**src/rtl/ysyx_23060208_rd_xbar_pkg.sv**
```systemverilog
// Shared constants and types for the two-master AXI-Lite read crossbar:
// default address map, response codes and FSM state encoding.
package ysyx_23060208_rd_xbar_pkg;

  localparam logic [31:0] SRAM_BASE_DEF  = 32'h8000_0000;
  localparam logic [31:0] SRAM_SIZE_DEF  = 32'h0800_0000;
  localparam logic [31:0] CLINT_BASE_DEF = 32'ha000_0048;
  localparam logic [31:0] CLINT_SIZE_DEF = 32'h0000_0008;

  localparam logic [1:0] RESP_OKAY   = 2'b00;
  localparam logic [1:0] RESP_DECERR = 2'b11;

  typedef enum logic [1:0] {
    StIdle = 2'd0,
    StAr   = 2'd1,
    StR    = 2'd2,
    StErr  = 2'd3
  } state_e;

endpackage

```
**src/rtl/ysyx_23060208_rr_arb2.sv**
```systemverilog
// Two-way round-robin arbiter. The last-grant register remembers which master
// finished most recently so that a tie goes to the other one.
module ysyx_23060208_rr_arb2 (
  input  logic       clk_i,
  input  logic       rst_i,
  input  logic [1:0] req_i,
  input  logic       upd_i,
  input  logic       upd_id_i,
  output logic [1:0] gnt_o
);

  logic last_q;

  // Reset to m1 so that m0 wins the first tie.
  always_ff @(posedge clk_i) begin
    if (rst_i) begin
      last_q <= 1'b1;
    end else if (upd_i) begin
      last_q <= upd_id_i;
    end
  end

  always_comb begin
    gnt_o = 2'b00;
    unique case (req_i)
      2'b01:   gnt_o = 2'b01;
      2'b10:   gnt_o = 2'b10;
      2'b11:   gnt_o = last_q ? 2'b01 : 2'b10;
      default: gnt_o = 2'b00;
    endcase
  end

endmodule

```
**src/rtl/ysyx_23060208_rd_xbar.sv**
```systemverilog
// Two-master, two-slave AXI-Lite read crossbar (SRAM + CLINT) with local DECERR,
// one outstanding transaction and round-robin arbitration.
module ysyx_23060208_rd_xbar
  import ysyx_23060208_rd_xbar_pkg::*;
#(
  parameter int unsigned           DATA_WIDTH = 32,
  parameter logic [DATA_WIDTH-1:0] SRAM_BASE  = SRAM_BASE_DEF,
  parameter logic [DATA_WIDTH-1:0] SRAM_SIZE  = SRAM_SIZE_DEF,
  parameter logic [DATA_WIDTH-1:0] CLINT_BASE = CLINT_BASE_DEF,
  parameter logic [DATA_WIDTH-1:0] CLINT_SIZE = CLINT_SIZE_DEF
) (
  input  logic                  clk_i,
  input  logic                  rst_i,

  input  logic [DATA_WIDTH-1:0] m0_araddr_i,
  input  logic                  m0_arvalid_i,
  output logic                  m0_arready_o,
  output logic [DATA_WIDTH-1:0] m0_rdata_o,
  output logic [1:0]            m0_rresp_o,
  output logic                  m0_rvalid_o,
  input  logic                  m0_rready_i,

  input  logic [DATA_WIDTH-1:0] m1_araddr_i,
  input  logic                  m1_arvalid_i,
  output logic                  m1_arready_o,
  output logic [DATA_WIDTH-1:0] m1_rdata_o,
  output logic [1:0]            m1_rresp_o,
  output logic                  m1_rvalid_o,
  input  logic                  m1_rready_i,

  output logic [DATA_WIDTH-1:0] sram_araddr_o,
  output logic                  sram_arvalid_o,
  input  logic                  sram_arready_i,
  input  logic [DATA_WIDTH-1:0] sram_rdata_i,
  input  logic [1:0]            sram_rresp_i,
  input  logic                  sram_rvalid_i,
  output logic                  sram_rready_o,

  output logic [DATA_WIDTH-1:0] clint_araddr_o,
  output logic                  clint_arvalid_o,
  input  logic                  clint_arready_i,
  input  logic [DATA_WIDTH-1:0] clint_rdata_i,
  input  logic [1:0]            clint_rresp_i,
  input  logic                  clint_rvalid_i,
  output logic                  clint_rready_o
);

  state_e                  state_q;
  logic                    gnt_q;        // 0: m0, 1: m1
  logic                    sel_clint_q;
  logic [DATA_WIDTH-1:0]   addr_q;

  logic [1:0]              gnt;
  logic                    accept;
  logic                    done;
  logic [DATA_WIDTH-1:0]   req_addr;
  logic                    hit_sram;
  logic                    hit_clint;

  logic                    slv_arready;
  logic                    slv_rvalid;
  logic [DATA_WIDTH-1:0]   slv_rdata;
  logic [1:0]              slv_rresp;
  logic                    mst_rready;

  logic                    rsp_valid;
  logic [DATA_WIDTH-1:0]   rsp_data;
  logic [1:0]              rsp_resp;

  // Subtract-then-compare keeps the window test free of overflow at the top of memory.
  function automatic logic in_window(input logic [DATA_WIDTH-1:0] addr,
                                     input logic [DATA_WIDTH-1:0] base,
                                     input logic [DATA_WIDTH-1:0] size);
    logic [DATA_WIDTH-1:0] off;
    off = addr - base;
    return (addr >= base) && (off < size);
  endfunction

  ysyx_23060208_rr_arb2 u_arb (
    .clk_i    (clk_i),
    .rst_i    (rst_i),
    .req_i    ({m1_arvalid_i, m0_arvalid_i}),
    .upd_i    (done),
    .upd_id_i (gnt_q),
    .gnt_o    (gnt)
  );

  assign accept    = (state_q == StIdle) && (gnt != 2'b00);
  assign req_addr  = gnt[1] ? m1_araddr_i : m0_araddr_i;
  assign hit_sram  = in_window(req_addr, SRAM_BASE, SRAM_SIZE);
  assign hit_clint = in_window(req_addr, CLINT_BASE, CLINT_SIZE);

  assign slv_arready = sel_clint_q ? clint_arready_i : sram_arready_i;
  assign slv_rvalid  = sel_clint_q ? clint_rvalid_i  : sram_rvalid_i;
  assign slv_rdata   = sel_clint_q ? clint_rdata_i   : sram_rdata_i;
  assign slv_rresp   = sel_clint_q ? clint_rresp_i   : sram_rresp_i;
  assign mst_rready  = gnt_q ? m1_rready_i : m0_rready_i;

  assign done = ((state_q == StR) && slv_rvalid && mst_rready) ||
                ((state_q == StErr) && mst_rready);

  always_ff @(posedge clk_i) begin
    if (rst_i) begin
      state_q     <= StIdle;
      gnt_q       <= 1'b0;
      sel_clint_q <= 1'b0;
      addr_q      <= '0;
    end else begin
      unique case (state_q)
        StIdle: begin
          if (accept) begin
            addr_q      <= req_addr;
            gnt_q       <= gnt[1];
            sel_clint_q <= hit_clint;
            state_q     <= (hit_clint || hit_sram) ? StAr : StErr;
          end
        end
        StAr: begin
          if (slv_arready) state_q <= StR;
        end
        StR: begin
          if (slv_rvalid && mst_rready) state_q <= StIdle;
        end
        StErr: begin
          if (mst_rready) state_q <= StIdle;
        end
        default: state_q <= StIdle;
      endcase
    end
  end

  always_comb begin
    rsp_valid = 1'b0;
    rsp_data  = '0;
    rsp_resp  = RESP_OKAY;
    unique case (state_q)
      StR: begin
        rsp_valid = slv_rvalid;
        rsp_data  = slv_rdata;
        rsp_resp  = slv_rresp;
      end
      StErr: begin
        rsp_valid = 1'b1;
        rsp_resp  = RESP_DECERR;
      end
      default: ;
    endcase
  end

  assign m0_arready_o = (state_q == StIdle) && gnt[0];
  assign m1_arready_o = (state_q == StIdle) && gnt[1];

  assign m0_rvalid_o = !gnt_q ? rsp_valid : 1'b0;
  assign m0_rdata_o  = !gnt_q ? rsp_data  : '0;
  assign m0_rresp_o  = !gnt_q ? rsp_resp  : RESP_OKAY;
  assign m1_rvalid_o = gnt_q  ? rsp_valid : 1'b0;
  assign m1_rdata_o  = gnt_q  ? rsp_data  : '0;
  assign m1_rresp_o  = gnt_q  ? rsp_resp  : RESP_OKAY;

  assign sram_araddr_o   = addr_q;
  assign clint_araddr_o  = addr_q;
  assign sram_arvalid_o  = (state_q == StAr) && !sel_clint_q;
  assign clint_arvalid_o = (state_q == StAr) && sel_clint_q;
  assign sram_rready_o   = (state_q == StR) && !sel_clint_q && mst_rready;
  assign clint_rready_o  = (state_q == StR) && sel_clint_q && mst_rready;

endmodule

```
**config.mk**
```make
export PLATFORM = sky130hd
export DESIGN_NAME = ysyx_23060208_rd_xbar
export DESIGN_NICKNAME = d
export VERILOG_FILES = /design/src/rtl/ysyx_23060208_rd_xbar_pkg.sv /design/src/rtl/ysyx_23060208_rr_arb2.sv /design/src/rtl/ysyx_23060208_rd_xbar.sv
export SDC_FILE = /design/constraint.sdc
export NUM_CORES = 1
export LEC_CHECK = 0
export BUFFER_PORTS_ARGS = -buffer_cell sky130_fd_sc_hd__buf_2
export CAP_MARGIN = 20
export CORE_AREA = 2 2 110 112
export DETAILED_ROUTE_END_ITERATION = 6
export DIE_AREA = 0 0 112 114
export PLACE_DENSITY = 0.75
export REMOVE_ABC_BUFFERS = 1
export SYNTH_ARGS = -nofsm -noshare
export SYNTH_HDL_FRONTEND = slang
export SYNTH_HIERARCHICAL = 1
export SYNTH_SLANG_ARGS = --single-unit
```
**constraint.sdc**
```tcl
create_clock -name clk_i -period 6.6 [get_ports clk_i]
set_input_delay 1.32 -clock clk_i [delete_from_list [all_inputs] [get_ports clk_i]]
set_output_delay 1.32 -clock clk_i [all_outputs]
set_load 0.1 [all_outputs]
```
==> impl_metrics.tcl <==
set metrics [dict create \
    outcome "completed" \
    gr-total-overflow 0 \
    use_met1_pct 24.38 \
    wl_per_cell_um 17.87 \
    crit_path_max_incr_delay_ps 550 \
    grt_pass1_wl_um 22050 \
    grt_setup_unrepaired "no" \
    setup_ws_ps 2119 \
    setup_viol 0 \
    rows 40 \
    layout_min_cycle_time_ps 4481 \
    fin_nets 843 \
    worst_pin_slew_ps 974.4 \
    synth_edf_count 0 \
    clockBufferDepth 2 \
    track_usage_pct 22.09 \
    multiInputGateArea_um2 2272 \
    design_area_um2 4863 \
    synth_flop_cell "dfxtp_1" \
    post-cts-setup-buffers 0 \
    fin_setup_tns_ps 0 \
    syn2layout_area_growth_pct 42.17 \
    synth.area.mux_share_pct 11.70 \
    postSynthCellCount 472 \
    die_area_um2 12770 \
    power_density_nw_per_um2 336.6 \
    viasPerCell 5.172 \
    min_period_over_period_pct 67.89 \
    synth_top_family_by_area "simple AND/OR/NAND/NOR gates" \
    die_w_um 112 \
    critPathKind "primary input to flip-flop" \
    cts_tree "done" \
    cp.arrival_ps 4610 \
    end_kind "flip-flop" \
    maxCapViolations 0 \
    p_sw_uw 1039 \
    synth-xor-area-share_pct 1.536 \
    drt_wl_total_um 15240 \
    clock-root-buffer "clkbuf_16" \
    finalHoldViolCount 0 \
    postPlaceCellArea_um2 4693 \
    whs_ps 509.0 \
    crit_fanout 24 \
    fillers 1282 \
    holdBufCountCts 0 \
    place_ws_ps 1832 \
    cpMaxStageDelayCell "a21boi_4" \
    grt_antenna_before_repair 5 \
    htreeDepth 2 \
    gr-usage-met2_pct 41.17 \
    swShare_pct 63.49 \
    drc 0 \
    busiest_layer "met2" \
    layout_commonest_cell "buf_2" \
    detail-route-antenna-nets 0 \
    p_int_uw 597.6 \
    layout-drive-gt1-share_pct 45.22 \
    mostFrequentLayoutCells "281 x buf_2, 120 x nor2_1, 37 x dfxtp_1, 33 x mux2i_1" \
    path_common_cell "mux2i_1" \
    p_seq_share_pct 17.8 \
    dr.pass1.iters 5 \
    path_cells "buf_2, a21boi_4, buf_4, mux2i_1, ha_1, nor2b_1, o22ai_1, a2111oi_2, mux2i_1, a2111oi_0, and4_1, a311oi_1" \
    cts_made_buffers 5 \
    hold_path.class "flip-flop to flip-flop" \
    grt_pass1_vias 3997 \
    max_freq_mhz 223.2 \
    drtIter0Drc 286 \
    yosysWarnings 6 \
    path_buf_inv 2 \
    synthAdderAreaFrac_pct 0.3658 \
    ys_async_sr_fraction_pct 0 \
    vias 4412 \
    gp_congestion 0.8448 \
    skew_ps 7.867 \
    synth-seq-cells 37 \
    avgSynthCellArea_um2 7.247 \
    cts_resized 0 \
    boundaryPins 282 \
    worstPathRequired_ps 6730 \
    path_clk_slew_ps 60 \
    p_comb_share_pct 66.7 \
    cellLeakagePower_uw 0.002466 \
    regArea_um2 740.7 \
    die_height_um 114 \
    core-area_um2 11710 \
    relSlewSlack_pct 34.64 \
    irDropWorstVdd_mv 0.2513 \
    synth_area_um2 3421 \
    dp_hpwl_um 12450 \
    synthSimpleGateAreaFrac_pct 28.82 \
    cts.sinks 37 \
    synth_compound_area_share_pct 23.45 \
    grt.met3_usage_pct 6.217 \
    seq_area_frac_synth_pct 21.65 \
    clockPowerShare_pct 15.5 \
    crit_family "compound AO/OA/AOI/OAI gates" \
    final_max_slew_viol_count 0 \
    cp-start-kind "primary input" \
    worstSkewPairLatency_ps 280 \
    initial_core_util_pct 29.21 \
    synth.distinct_cells 63 \
    grt_start_max_net_pins 63 \
    numPortBuffers 281 \
]
-- state kept, by name (all words and copies together), names as in the netlist --
register,count
sel_clint_q,1
u_arb/last_q,1
gnt_q,1
clint_araddr_o,32
state_q,2
-- worst reg2reg max path: stages, from the launching register on --
cell	delay, ps
dfxtp_1	340
a21boi_4	560
buf_4	420
mux2i_1	290
ha_1	300
nor2b_1	200
o22ai_1	170
a2111oi_2	420
mux2i_1	120
a2111oi_0	330
and4_1	290
a311oi_1	90
-- final cells by class --
cell class / count / area share [%]
Multi-Input combinational cell: 359 / 46.72
Timing Repair Buffer: 287 / 30.00
Sequential cell: 37 / 15.23
Tap cell: 147 / 3.782
Clock buffer: 7 / 3.139
Inverter: 10 / 0.7718
Antenna cell: 5 / 0.2573
Clock inverter: 1 / 0.1029
-- power groups by stage --
stage / Sequential, uW / Combinational, uW / Clock (uW)
3_3_place_gp: 296 / 1090 / 0
5_1_grt: 298 / 1130 / 271
2_1_floorplan: 766 / 420 / 0
4_1_cts: 292 / 1090 / 259
3_5_place_dp: 297 / 1090 / 0
6_report: 292 / 1090 / 254
-- metrics by stage --
step	total power, uW	std cells	utilization, %
2_1_floorplan	1186	406	-
3_3_place_gp	1387	839	39.95
3_5_place_dp	1390	840	40.07
4_1_cts	1645	848	41.42
5_1_grt	1701	852	41.51
6_report	1637	853	41.53
-- metal layers --
metal	vias to the layer above	share of wire [%]
li1	2136	-
met1	2038	38
met2	222	52
met3	16	8.9
met4	0	1.8
met5	-	0
-- path summary, 6_finish.rpt --
kind | start | endpoint | slack (ps) | cells after the start
setup / recovery | m0_arvalid_i | state_q[1]$_SDFFE_PP0P_ | 2120 | 12
hold / removal | clint_araddr_o[23]$_SDFFE_PP0P_ | clint_araddr_o[23]$_SDFFE_PP0P_ | 510 | 2
setup reg to reg | u_arb/last_q$_SDFFE_PP1P_ | state_q[1]$_SDFFE_PP0P_ | 2930 | 11
hold reg to reg | clint_araddr_o[23]$_SDFFE_PP0P_ | clint_araddr_o[23]$_SDFFE_PP0P_ | 510 | 2
-- synth_stat cells (2+ instances only) --
cell,instances,share of area [%]
o22ai_1,2,0.37
xor2_1,2,0.51
nor4b_1,4,1.0
buf_4,32,7.0
nor3b_1,3,0.66
mux2_2,5,1.6
a22oi_1,32,7.0
nor2_1,120,13
dfxtp_1,37,22
buf_2,5,0.73
nand2_1,17,1.9
a211oi_1,32,7.0
mux2i_1,33,9.7
clkbuf_1,26,2.9
o21ai_0,8,1.2
or4_1,2,0.44
xnor2_1,4,1.0
or2_2,2,0.37
inv_1,9,0.99
buf_6,2,0.66
nor3_1,17,2.5
nand2b_1,2,0.37
or4b_2,2,0.59
or3_1,7,1.3
a31oi_1,4,0.73
and3b_1,2,0.51
nor4_1,6,1.1
nor2b_1,7,1.3
a21oi_1,14,2.0
-- kinds of logic (layout without fill, tap and decap cells) --
family / after synthesis / in the layout
AO/OA/AOI/OAI: 109 / 109
other: 0 / 5
AND/OR/NAND/NOR: 204 / 204
flip-flops: 37 / 37
XOR/XNOR: 6 / 6
multiplexers: 39 / 39
buffers and inverters: 76 / 305
adder cells (fa/ha/maj): 1 / 1
Note: power is estimated with default switching activity, not from simulation.
